$ cat config.mk
export PLATFORM = sky130hd
export DESIGN_NAME = imm_extend_pipe_flat
export DESIGN_NICKNAME = d
export VERILOG_FILES = /design/src/rtl/imm_extend_pipe_if.sv /design/src/rtl/imm_extend_pipe.sv /design/src/flat_wrapper.sv
export SDC_FILE = /design/constraint.sdc
export NUM_CORES = 1
export LEC_CHECK = 0
export ABC_AREA = 0
export ABC_CLOCK_PERIOD_IN_PS = 2100
export BUFFER_PORTS_ARGS = -buffer_cell sky130_fd_sc_hd__buf_2
export CAP_MARGIN = 40
export CORE_UTILIZATION = 56
export DETAILED_ROUTE_END_ITERATION = 8
export PLACE_DENSITY_LB_ADDON = 0.3
export REMOVE_ABC_BUFFERS = 1
export SYNTH_ARGS = -nofsm -noshare
export SYNTH_HDL_FRONTEND = slang
export SYNTH_SLANG_ARGS = --single-unit
$ cat constraint.sdc
create_clock -name clk_i -period 2.1 [get_ports clk_i]
set_input_delay 0.42 -clock clk_i [delete_from_list [all_inputs] [get_ports clk_i]]
set_output_delay 0.42 -clock clk_i [all_outputs]
set_load 0.02 [all_outputs]
$ cat src/rtl/imm_extend_pipe_if.sv
// Handshake bus for the immediate-extension pipe.
// Signal names are taken from the block's point of view: *_i flows into the
// block and *_o flows out of it.
`timescale 1ns/1ps
interface imm_extend_pipe_if #(
    parameter int IN_W  = 16,
    parameter int OUT_W = 32
);
    logic             valid_i;
    logic             ready_o;
    logic [IN_W-1:0]  data_i;
    logic [1:0]       mode_i;
    logic             valid_o;
    logic             ready_i;
    logic [OUT_W-1:0] data_o;

    // The extension block itself.
    modport slave (
        input  valid_i, data_i, mode_i, ready_i,
        output ready_o, valid_o, data_o
    );

    // The environment: upstream producer plus downstream consumer.
    modport master (
        output valid_i, data_i, mode_i, ready_i,
        input  ready_o, valid_o, data_o
    );
endinterface

$ cat src/rtl/imm_extend_pipe.sv
// Immediate extender with a 2-entry output FIFO.
// The immediate is extended once, on the edge that accepts it, and the result
// is stored. data_o shows the oldest stored result and reads as zero while the
// FIFO is empty. xfer_cnt_o counts the results delivered downstream.
`timescale 1ns/1ps
module imm_extend_pipe #(
    parameter int IN_W  = 16,
    parameter int OUT_W = 32
) (
    input  logic                clk_i,
    input  logic                rst_i,
    imm_extend_pipe_if.slave    bus,
    output logic [15:0]         xfer_cnt_o
);

    // Branch-offset mode drops the top two bits of the sign-extended value,
    // so at least two extension bits must exist.
    if (OUT_W < IN_W + 2) begin : g_bad_params
        $error("imm_extend_pipe: OUT_W must be at least IN_W+2");
    end

    typedef enum logic [1:0] {
        MODE_SEXT   = 2'b00,
        MODE_ZEXT   = 2'b01,
        MODE_UPPER  = 2'b10,
        MODE_BRANCH = 2'b11
    } mode_e;

    localparam int EXT_W = OUT_W - IN_W;

    // FIFO state
    logic [OUT_W-1:0] mem_q [2];
    logic [OUT_W-1:0] mem_d [2];
    logic             wr_ptr_q, wr_ptr_d;
    logic             rd_ptr_q, rd_ptr_d;
    logic [1:0]       count_q, count_d;
    logic [15:0]      xfer_cnt_q, xfer_cnt_d;

    logic             push;
    logic             pop;
    logic [OUT_W-1:0] sext_val;
    logic [OUT_W-1:0] ext_val;

    // Handshake flags depend only on the stored count, so ready_o never sees
    // ready_i combinationally.
    assign bus.ready_o = (count_q < 2'd2);
    assign bus.valid_o = (count_q != 2'd0);
    assign bus.data_o  = bus.valid_o ? mem_q[rd_ptr_q] : '0;
    assign xfer_cnt_o  = xfer_cnt_q;

    assign push = bus.valid_i && bus.ready_o;
    assign pop  = bus.valid_o && bus.ready_i;

    assign sext_val = {{EXT_W{bus.data_i[IN_W-1]}}, bus.data_i};

    // Extend the offered immediate according to its mode.
    always_comb begin
        // NOTE: every output of a combinational block gets a default first so
        // no path leaves it unassigned and no latch is inferred.
        ext_val = sext_val;
        case (mode_e'(bus.mode_i))
            MODE_SEXT:   ext_val = sext_val;
            MODE_ZEXT:   ext_val = {{EXT_W{1'b0}}, bus.data_i};
            MODE_UPPER:  ext_val = {bus.data_i, {EXT_W{1'b0}}};
            MODE_BRANCH: ext_val = {sext_val[OUT_W-3:0], 2'b00};
            default:     ext_val = sext_val;
        endcase
    end

    // Next-state for storage, pointers, occupancy and the delivery counter.
    always_comb begin
        mem_d      = mem_q;
        wr_ptr_d   = wr_ptr_q;
        rd_ptr_d   = rd_ptr_q;
        count_d    = count_q;
        xfer_cnt_d = xfer_cnt_q;

        if (push) begin
            mem_d[wr_ptr_q] = ext_val;
            wr_ptr_d        = ~wr_ptr_q;
        end
        if (pop) begin
            rd_ptr_d   = ~rd_ptr_q;
            xfer_cnt_d = xfer_cnt_q + 16'd1;  // wraps 0xFFFF -> 0x0000
        end
        case ({push, pop})
            2'b10:   count_d = count_q + 2'd1;
            2'b01:   count_d = count_q - 2'd1;
            default: count_d = count_q;
        endcase
    end

    // Register all state; reset empties the FIFO and discards its contents.
    always_ff @(posedge clk_i or negedge rst_i) begin
        if (!rst_i) begin
            // NOTE: the entries are reset as well as the pointers, so a reset
            // leaves no trace of previously stored results in the array.
            mem_q[0]   <= '0;
            mem_q[1]   <= '0;
            wr_ptr_q   <= 1'b0;
            rd_ptr_q   <= 1'b0;
            count_q    <= 2'd0;
            xfer_cnt_q <= 16'd0;
        end else begin
            // NOTE: sequential state uses non-blocking assignments so every
            // register samples the pre-edge values of the others.
            mem_q[0]   <= mem_d[0];
            mem_q[1]   <= mem_d[1];
            wr_ptr_q   <= wr_ptr_d;
            rd_ptr_q   <= rd_ptr_d;
            count_q    <= count_d;
            xfer_cnt_q <= xfer_cnt_d;
        end
    end

endmodule
$ cat src/flat_wrapper.sv
// flat-port wrapper written by rule: the top's interface ports become plain ports
module imm_extend_pipe_flat 
#(
    parameter int IN_W  = 16,
    parameter int OUT_W = 32
)
  (clk_i, rst_i, xfer_cnt_o, bus_valid_i, bus_data_i, bus_mode_i, bus_ready_i, bus_ready_o, bus_valid_o, bus_data_o);
  imm_extend_pipe_if #(.IN_W(IN_W), .OUT_W(OUT_W)) bus_i ();
  input  logic clk_i;
  input  logic rst_i;
  output logic [15:0] xfer_cnt_o;
  input wire logic [$bits(bus_i.valid_i)-1:0] bus_valid_i;
  input wire logic [$bits(bus_i.data_i)-1:0] bus_data_i;
  input wire logic [$bits(bus_i.mode_i)-1:0] bus_mode_i;
  input wire logic [$bits(bus_i.ready_i)-1:0] bus_ready_i;
  output wire logic [$bits(bus_i.ready_o)-1:0] bus_ready_o;
  output wire logic [$bits(bus_i.valid_o)-1:0] bus_valid_o;
  output wire logic [$bits(bus_i.data_o)-1:0] bus_data_o;
  assign bus_i.valid_i = bus_valid_i;
  assign bus_i.data_i = bus_data_i;
  assign bus_i.mode_i = bus_mode_i;
  assign bus_i.ready_i = bus_ready_i;
  assign bus_ready_o = bus_i.ready_o;
  assign bus_valid_o = bus_i.valid_o;
  assign bus_data_o = bus_i.data_o;
  imm_extend_pipe #(.IN_W(IN_W), .OUT_W(OUT_W)) u_core (.clk_i(clk_i), .rst_i(rst_i), .bus(bus_i), .xfer_cnt_o(xfer_cnt_o));
endmodule
==> flow_metrics.env, run 1 <==
export IMPL_cts_max_path_buffers=2
export IMPL_n_antenna_cell=0
export IMPL_fp_dieH_um=86.5
export IMPL_hold_class="input pin to asynchronous set/reset pin"
export IMPL_relSlewSlack_pct=60.7
export IMPL_overflow=0
export IMPL_crit_type="register to primary output"
export IMPL_fin_crit_sh_pct=92.4
export IMPL_ys_warn_count=0
export IMPL_rsz0062_at_grt="no"
export IMPL_core_area_sq_um=6830
export IMPL_drt_iter0_drc=209
export IMPL_synth_area_leaders="dfrtp_1 53%, o21ai_0 8.1%, mux2i_1 8.0%"
export IMPL_numCtsBuffers=9
export IMPL_dp_hpwl_um=5480
export IMPL_drc=0
export IMPL_antenna_found_initial=0
export IMPL_synth_top_area_share_pct=52.5
export IMPL_htree_levels=3
export IMPL_fin_cells=595
export IMPL_p_leak_nw=2.37
export IMPL_finalSetupTns_ns=0
export IMPL_period_needed_ns=1.94
export IMPL_clk_pin_slew_worst_paths_ns=0.09
export IMPL_io_pins=72
export IMPL_irDropWorstVdd_v=0.000700
export IMPL_rrSetupSlack_ns=0.29
export IMPL_worstPathMaxFanout=33
export IMPL_vias=3193
export IMPL_cts_root_buffer_cell="clkbuf_8"
export IMPL_wl_um=8500
export IMPL_viasPerCell=5.37
export IMPL_status="finished, final reports clean"
export IMPL_finalHoldViolCount=0
export IMPL_nets=518
export IMPL_clock_skew_ns=0.0130
export IMPL_cts_resized=0
export IMPL_syn_area_sq_um=4000
export IMPL_drv_slew=0
export IMPL_cts_sinks=84
export IMPL_synthToLayoutAreaGrowth_pct=18.1
export IMPL_seq_area_sq_um=2100
export IMPL_maxCapViolations=0
export IMPL_track_usage_pct=24.8
export IMPL_worst_pin_slew_ns=0.585
export IMPL_ant_nets=0
export IMPL_synth_cell_types=26
export IMPL_numPortBuffers=71
export IMPL_drtPass1Iterations=6
export IMPL_dpl_worst_slack_ns=0.320
export IMPL_ctsHoldBuffers=0
export IMPL_p_per_area_nw_per_um2=1470
export IMPL_ys_seq_area_share_pct=52.5
export IMPL_end_kind="primary output"
export IMPL_cts_tree="yes"
export IMPL_ys_seq_elements=84
export IMPL_synth_avg_cell_area_sq_um=9.22
export IMPL_multi_input_area_sq_um=1760
export IMPL_n_fill_cell=558
export IMPL_start_kind="register"
export IMPL_clock_latency_ns=0.35
export IMPL_fin_util_pct=69.2
export IMPL_fp_row_count=30
export IMPL_worst_hold_slack_ns=0.0369
export IMPL_detail_route_wl_per_cell_um=14.3
export IMPL_gp_congestion=0.817
export IMPL_grt_max_degree=66
export IMPL_drive_gt1_share_pct=20.0
export IMPL_maxClockFrequency_ghz=0.515
export IMPL_setup_viol=0
export IMPL_layout_setup_ws_ns=0.160
export IMPL_yosysTopAreaCell="dfrtp_1"
export IMPL_die_area_sq_um=7490
export IMPL_fp_dieW_um=86.5
export IMPL_dp_cells=579
export IMPL_post_cts_buffers=0
export IMPL_grt_pass1_vias=3040
export IMPL_cp_data_arrival_time_ns=1.52
export IMPL_syn_inst=434
export IMPL_start_util_pct=58.6
export IMPL_grt_pass1_wl_um=14100
export IMPL_cp_required_ns=1.68
[cells in the final DEF (no fill, tap or decap), drive strengths merged]
| cell type | instances |
|---|---|
| a21oi | 30 |
| a31oi | 1 |
| and2 | 1 |
| and3 | 1 |
| and4 | 2 |
| buf | 80 |
| bufinv | 3 |
| clkbuf | 10 |
| clkinv | 3 |
| dfrtp | 84 |
| ha | 2 |
| inv | 6 |
| mux2i | 32 |
| nand2 | 79 |
| nand2b | 4 |
| nand3 | 4 |
| nand4 | 3 |
| nor2 | 37 |
| nor2b | 14 |
| nor3 | 2 |
| o211ai | 1 |
| o21a | 13 |
| o21ai | 65 |
| or2 | 1 |
| or3 | 1 |
| or3b | 1 |
| xnor2 | 14 |
| xor2 | 5 |
[cell families after synthesis]
group / Yosys count / share of synthesized area (%)
AOI/OAI and AO/OA: 110 / 14.8
DFF: 84 / 52.5
buffers and inverters: 37 / 3.69
muxes: 32 / 8.01
xor gates and xnor gates: 19 / 4.16
adders and majority gates: 2 / 0.625
and+or+nand+nor: 150 / 16.2
[stage by stage]
step	power, mW	area [sq um]
after floorplan	4.62	3880
after global placement	5.53	4480
after detailed placement	5.64	4480
after CTS	7.01	4720
after global routing	7.47	4720
final	6.97	4720
[synth_stat cells]
master / count
dfrtp_1: 84
nand2_1: 79
o21ai_0: 65
nor2_1: 37
mux2i_1: 32
a21oi_1: 30
clkbuf_1: 24
nor2b_1: 14
xnor2_1: 14
o21a_1: 13
buf_2: 7
inv_1: 6
xor2_1: 5
nand2b_1: 4
nand3_1: 4
nand4_1: 3
and4_1: 2
ha_1: 2
nor3_1: 2
a31oi_1: 1
and2_1: 1
and3_1: 1
o211ai_2: 1
or2_2: 1
or3_1: 1
or3b_1: 1
[state kept, by name (all words and copies together) (netlist names)]
name,cells
u_core.count_q,2
u_core.mem_q,64
u_core.rd_ptr_q,1
u_core.wr_ptr_q,1
u_core.xfer_cnt_o,16
[worst paths after layout]
path / to / depth (start not counted) / from
worst max-delay path: bus_data_o[8] / 4 / u_core.rd_ptr_q
worst min-delay path: u_core.rd_ptr_q / 1 / rst_i
worst max register to register: u_core.xfer_cnt_o[14] / 5 / u_core.xfer_cnt_o[0]
worst min register to register: u_core.xfer_cnt_o[15] / 1 / u_core.xfer_cnt_o[15]
max in group asynchronous: u_core.mem_q[57] / 2 / rst_i
min in group clk_i: u_core.mem_q[1] / 3 / bus_data_i[1]
[critical path: stages (launching register included)]
cell     delay (ns)
dfrtp_2        0.38
buf_12         0.25
mux2i_1        0.30
nor2_1         0.06
buf_2          0.16
[layer usage]
metal / vias up / track usage, % / share of wire, %
met4: 0 / 12.1 / 1.8
met2: 89 / 40.4 / 49
met1: 1530 / 31.2 / 45
met5: - / 0 / 0
li1: 1561 / - / -
met3: 13 / 5.81 / 4.7
[power by group]
part | internal (mW) | total, mW | switching [mW] | leakage [nW]
logic | 1.11 | 2.96 | 1.85 | 1.16
clock network | 0.793 | 1.37 | 0.575 | 0.120
registers | 2.26 | 2.64 | 0.383 | 1.08
total | 4.16 | 6.97 | 2.80 | 2.37
[area by class of cell]
cell class	count	area share [%]
well taps	96	2.54
flip-flops and latches	84	44.5
clock inverters	6	2.38
inverters	6	0.477
clock buffers	10	2.70
repair buffers	80	10.1
multi-input cells	313	37.2
(Power assumes the default switching activity.)
==> inputs of run 2 (changes only) <==
GPL_TIMING_DRIVEN = 0   (was not set)
==> flow_metrics.env, run 2 (synthesis results as in run 1) <==
export IMPL_worst_hold_slack_ns=0.0201
export IMPL_busiest_layer="met2"
export IMPL_clk_pin_slew_worst_paths_ns=0.08
export IMPL_end_kind="primary output"
export IMPL_largest_register_ffs=64
export IMPL_p_leak_nw=2.38
export IMPL_grt_max_degree=51
export IMPL_synthToLayoutAreaGrowth_pct=18.8
export IMPL_finalSetupTns_ns=0
export IMPL_seq_power_share_pct=38.2
export IMPL_n_antenna_cell=0
export IMPL_fin_crit_sh_pct=91.2
export IMPL_drc=0
export IMPL_critPathCapture="bus_data_o[22]"
export IMPL_worst_pin_slew_ns=0.597
export IMPL_irDropWorstVdd_v=0.000828
export IMPL_fp_dieH_um=86.5
export IMPL_maxClockFrequency_ghz=0.522
export IMPL_core_area_sq_um=6830
export IMPL_status="finished, final reports clean"
export IMPL_io_pins=72
export IMPL_rrSetupSlack_ns=0.27
export IMPL_r2r_end="u_core.count_q[1]"
export IMPL_crit_type="register to primary output"
export IMPL_met1_usage_pct=32.3
export IMPL_intPower_mw=4.18
export IMPL_rsz0062_at_grt="no"
export IMPL_drt_iter0_drc=187
export IMPL_relSlewSlack_pct=59.9
export IMPL_overflow=0
export IMPL_ctsHoldBuffers=0
export IMPL_grt_util_met3_pct=4.29
export IMPL_cts_tree="yes"
export IMPL_cts_root_buffer_cell="clkbuf_8"
export IMPL_antenna_found_initial=0
export IMPL_maxCapViolations=0
export IMPL_track_usage_pct=25.3
export IMPL_start_kind="register"
export IMPL_hold_class="input pin to asynchronous set/reset pin"
export IMPL_numCtsBuffers=9
export IMPL_p_per_area_nw_per_um2=1480
export IMPL_switching_share_pct=40.6
export IMPL_dp_hpwl_um=5710
export IMPL_dp_cells=576
export IMPL_startpoint="u_core.rd_ptr_q"
export IMPL_numPortBuffers=71
export IMPL_r2r_start="u_core.count_q[0]"
export IMPL_n_fill_cell=539
export IMPL_grtUsageMet2_pct=44.2
export IMPL_drtPass1Iterations=5
export IMPL_cp_required_ns=1.68
export IMPL_gp_congestion=0.773
export IMPL_cts_sinks=84
export IMPL_vias=3169
export IMPL_fp_row_count=30
export IMPL_cp_data_arrival_time_ns=1.50
export IMPL_fin_util_pct=69.6
export IMPL_wl_um=8620
export IMPL_fp_dieW_um=86.5
export IMPL_final_common_cell="dfrtp_1"
export IMPL_grt_pass1_vias=3071
export IMPL_nets=517
export IMPL_clock_latency_ns=0.34
export IMPL_grt_pass1_wl_um=14600
export IMPL_period_needed_ns=1.92
export IMPL_start_util_pct=58.6
export IMPL_finalHoldViolCount=0
export IMPL_rr_worst_depth=8
export IMPL_detail_route_wl_per_cell_um=14.5
export IMPL_clock_skew_ns=0.00941
export IMPL_die_area_sq_um=7490
export IMPL_largest_register="u_core.mem_q"
export IMPL_p_clk_share_pct=17.8
export IMPL_drv_slew=0
export IMPL_cts_max_path_buffers=2
export IMPL_htree_levels=3
export IMPL_layout_common_cells="83 x dfrtp_1, 79 x nand2_1, 70 x buf_2, 65 x o21ai_0, 36 x nor2_1"
export IMPL_comb_power_share_pct=44.0
export IMPL_p_switching_mw=2.85
export IMPL_viasPerCell=5.34
export IMPL_worstPathMaxFanout=16
export IMPL_setup_viol=0
export IMPL_drive_gt1_share_pct=20.1
export IMPL_ant_nets=0
export IMPL_fin_cells=594
## run 2: cell types whose count changed in the layout (fill, tap and decap cells not counted), moves of 2 or more
| cell | previous run | this run |
|---|---|---|
| clkinv_4 | 2 | 0 |
| buf_16 | 0 | 3 |
| buf_4 | 5 | 2 |
| clkinv_2 | 1 | 3 |
## run 2: what timing repair did
action | 4_1_cts | 5_1_grt
endpoints found under the setup margin | 58 | 0
setup buffers | 2 | 0
gates resized for setup | 3 | 0
## run 2: worst min-delay path by stage
stage                                      from                    end  slack, ns  cells after the start
after CTS                                 rst_i   u_core.xfer_cnt_o[3]       0.04                      1
final                                     rst_i       u_core.mem_q[14]       0.02                      1
after floorplan                           rst_i      u_core.count_q[0]       0.12                      0
after detailed placement                  rst_i  u_core.xfer_cnt_o[15]       0.41                      1
after global placement    u_core.xfer_cnt_o[15]  u_core.xfer_cnt_o[15]       0.46                      1
after global routing                      rst_i       u_core.mem_q[14]       0.05                      1
## run 2: stage by stage
step	total power, mW	worst slack [ns]	cell area, sq um
after floorplan	4.62	-0.729	3880
after global placement	5.44	-1.26	4350
after detailed placement	5.69	-0.429	4490
after CTS	7.05	0.183	4750
after global routing	7.52	0.0369	4750
final	7.03	0.184	4750
## run 2: worst max-delay path, stage by stage, from the launching register on
cell and delay (ns):
dfrtp_4 0.52, buf_12 0.18, mux2i_1 0.13, nor2_1 0.13
buf_2 0.18
## run 2: power groups by stage
stage,Combinational [mW],Clock [mW],Sequential [mW]
3_3_place_gp,2.66,0,2.79
6_report,3.09,1.25,2.69
4_1_cts,3.12,1.27,2.67
2_1_floorplan,1.85,0,2.76
3_5_place_dp,2.93,0,2.76
5_1_grt,3.40,1.35,2.76
## run 2: cell type report
class	instances	area, sq um	area share, %
Tap cell	96	120	2.53
Multi-Input combinational cell	313	1770	37.1
Clock inverter	5	75.1	1.58
Sequential cell	84	2110	44.3
Clock buffer	11	141	2.97
Timing Repair Buffer	79	523	11.0
Inverter	6	22.5	0.474
## run 2: per-layer routing
metal	share of wire, %	vias up	wire length [um]
met1	44	1531	3780
met4	0.68	0	59
met5	0	-	0
li1	-	1565	-
met3	4.4	8	381
met2	51	65	4400
==> inputs of run 3 (changes only) <==
RECOVER_POWER = 50   (was not set)
==> flow_metrics.env, run 3 (synthesis results as in run 1) <==
export IMPL_numPortBuffers=71
export IMPL_status="finished, final reports clean"
export IMPL_cp_required_ns=2.35
export IMPL_end_kind="register"
export IMPL_fp_dieH_um=86.5
export IMPL_dp_cells=576
export IMPL_ctsHoldBuffers=0
export IMPL_rr_worst_depth=5
export IMPL_drv_slew=0
export IMPL_htree_levels=3
export IMPL_rsz0062_at_grt="no"
export IMPL_wl_um=8710
export IMPL_largest_register_ffs=64
export IMPL_irDropWorstVdd_v=0.000828
export IMPL_p_leak_nw=2.30
export IMPL_seq_power_share_pct=38.3
export IMPL_maxCapViolations=0
export IMPL_period_needed_ns=1.92
export IMPL_crit_type="input pin to register"
export IMPL_critPathSlowestCell="and2_2"
export IMPL_cp_data_arrival_time_ns=2.18
export IMPL_grt_max_degree=51
export IMPL_vias=3197
export IMPL_nets=517
export IMPL_cts_tree="yes"
export IMPL_drive_gt1_share_pct=16.7
export IMPL_final_common_cell="dfrtp_1"
export IMPL_cts_root_buffer_cell="clkbuf_8"
export IMPL_start_kind="input pin"
export IMPL_finalHoldViolCount=0
export IMPL_cts_max_path_buffers=2
export IMPL_clk_pin_slew_worst_paths_ns=0.08
export IMPL_critPathCapture="u_core.mem_q[19]"
export IMPL_antenna_found_initial=0
export IMPL_core_area_sq_um=6830
export IMPL_setup_viol=0
export IMPL_worstPathCellList="buf_2 > and2_2 > nand2_1 > o21a_1 > o21ai_0"
export IMPL_fin_crit_sh_pct=91.6
export IMPL_drtPass1Iterations=6
export IMPL_track_usage_pct=25.3
export IMPL_fp_row_count=30
export IMPL_detail_route_wl_per_cell_um=14.7
export IMPL_hold_class="input pin to asynchronous set/reset pin"
export IMPL_worstPathMaxFanout=35
export IMPL_clock_latency_ns=0.35
export IMPL_startpoint="bus_mode_i[1]"
export IMPL_slowest_delay_ns=0.46
export IMPL_maxClockFrequency_ghz=0.520
export IMPL_fin_cells=594
export IMPL_p_switching_mw=2.86
export IMPL_clock_skew_ns=0.00909
export IMPL_layout_common_cells="83 x dfrtp_1, 79 x nand2_1, 65 x o21ai_0, 54 x buf_2, 36 x nor2_1"
export IMPL_comb_power_share_pct=43.8
export IMPL_grt_pass1_wl_um=14600
export IMPL_fin_util_pct=68.9
export IMPL_relSlewSlack_pct=42.4
export IMPL_r2r_start="u_core.xfer_cnt_o[0]"
export IMPL_p_clk_share_pct=18.0
export IMPL_worst_pin_slew_ns=0.864
export IMPL_viasPerCell=5.38
export IMPL_p_per_area_nw_per_um2=1490
export IMPL_path_depth=5
export IMPL_largest_register="u_core.mem_q"
export IMPL_switching_share_pct=40.8
export IMPL_overflow=0
export IMPL_r2r_end="u_core.xfer_cnt_o[14]"
export IMPL_synthToLayoutAreaGrowth_pct=17.6
export IMPL_intPower_mw=4.15
export IMPL_drt_iter0_drc=170
export IMPL_gp_congestion=0.773
export IMPL_fp_dieW_um=86.5
export IMPL_numCtsBuffers=9
export IMPL_rrSetupSlack_ns=0.27
export IMPL_cts_sinks=84
export IMPL_io_pins=72
export IMPL_start_util_pct=58.6
export IMPL_drc=0
export IMPL_dp_hpwl_um=5710
export IMPL_n_antenna_cell=0
export IMPL_ant_nets=0
export IMPL_crit_family="simple AND/OR/NAND/NOR gates"
export IMPL_die_area_sq_um=7490
export IMPL_crit_buf_inv=1
export IMPL_grt_pass1_vias=3071
## run 3: changes by cell type in the layout (fill, tap and decap cells not counted)
cell and delta:
o211ai_2 -1, buf_4 -1, buf_2 -16, clkbuf_4 +1, buf_16 -1, clkbuf_1 +16, clkbuf_2 +1, o211ai_1 +1
## run 3: routing by layer
metal  vias to the layer above  wire length (um)  global-route usage, %
met4                         0                95                   8.03
met1                      1543              3770                   32.3
li1                       1566                 -                      -
met3                        11               414                   4.29
met2                        77              4430                   44.2
met5                         -                 0                      0
## run 3: how the worst min path moves through the flow
stage                                  endpoint  slack, ns  cells past startpoint
after floorplan               u_core.count_q[0]       0.12                      0
after global placement    u_core.xfer_cnt_o[15]       0.46                      1
after detailed placement  u_core.xfer_cnt_o[15]       0.41                      1
after CTS                  u_core.xfer_cnt_o[3]       0.04                      1
after global routing           u_core.mem_q[14]       0.24                      1
final                          u_core.mem_q[14]       0.17                      1
## run 3: through the flow
stage               setup slack (ns)  total power [mW]  area (sq um)  TNS, ns  hold WS (ns)
floorplan                     -0.729              4.62          3880    -6.99         0.124
global placement               -1.26              5.44          4350   -58.03         0.457
detailed placement            -0.429              5.69          4490   -10.03         0.415
CTS                            0.183              7.05          4750        0        0.0350
global route                  0.0369              7.49          4710        0         0.239
finish                         0.177              7.01          4710        0         0.167
## run 3: power groups by stage
stage / Clock, mW / Combinational (mW) / Sequential [mW]
floorplan: 0 / 1.85 / 2.76
global placement: 0 / 2.66 / 2.79
detailed placement: 0 / 2.93 / 2.76
CTS: 1.27 / 3.12 / 2.67
global route: 1.35 / 3.38 / 2.76
finish: 1.26 / 3.07 / 2.68
## run 3: final cells by class
class / instances / area (sq um)
inverter: 6 / 22.5
multi-input combinational: 313 / 1760
fill: 556 / 2130
clock inverter: 5 / 75.1
sequential: 84 / 2110
tap: 96 / 120
timing repair buffer: 79 / 480
clock buffer: 11 / 141
## run 3: repair_timing
item | in CTS | in global routing
resized for setup | 3 | 0
buffers inserted | 2 | 0
endpoints found under the setup margin | 58 | 0
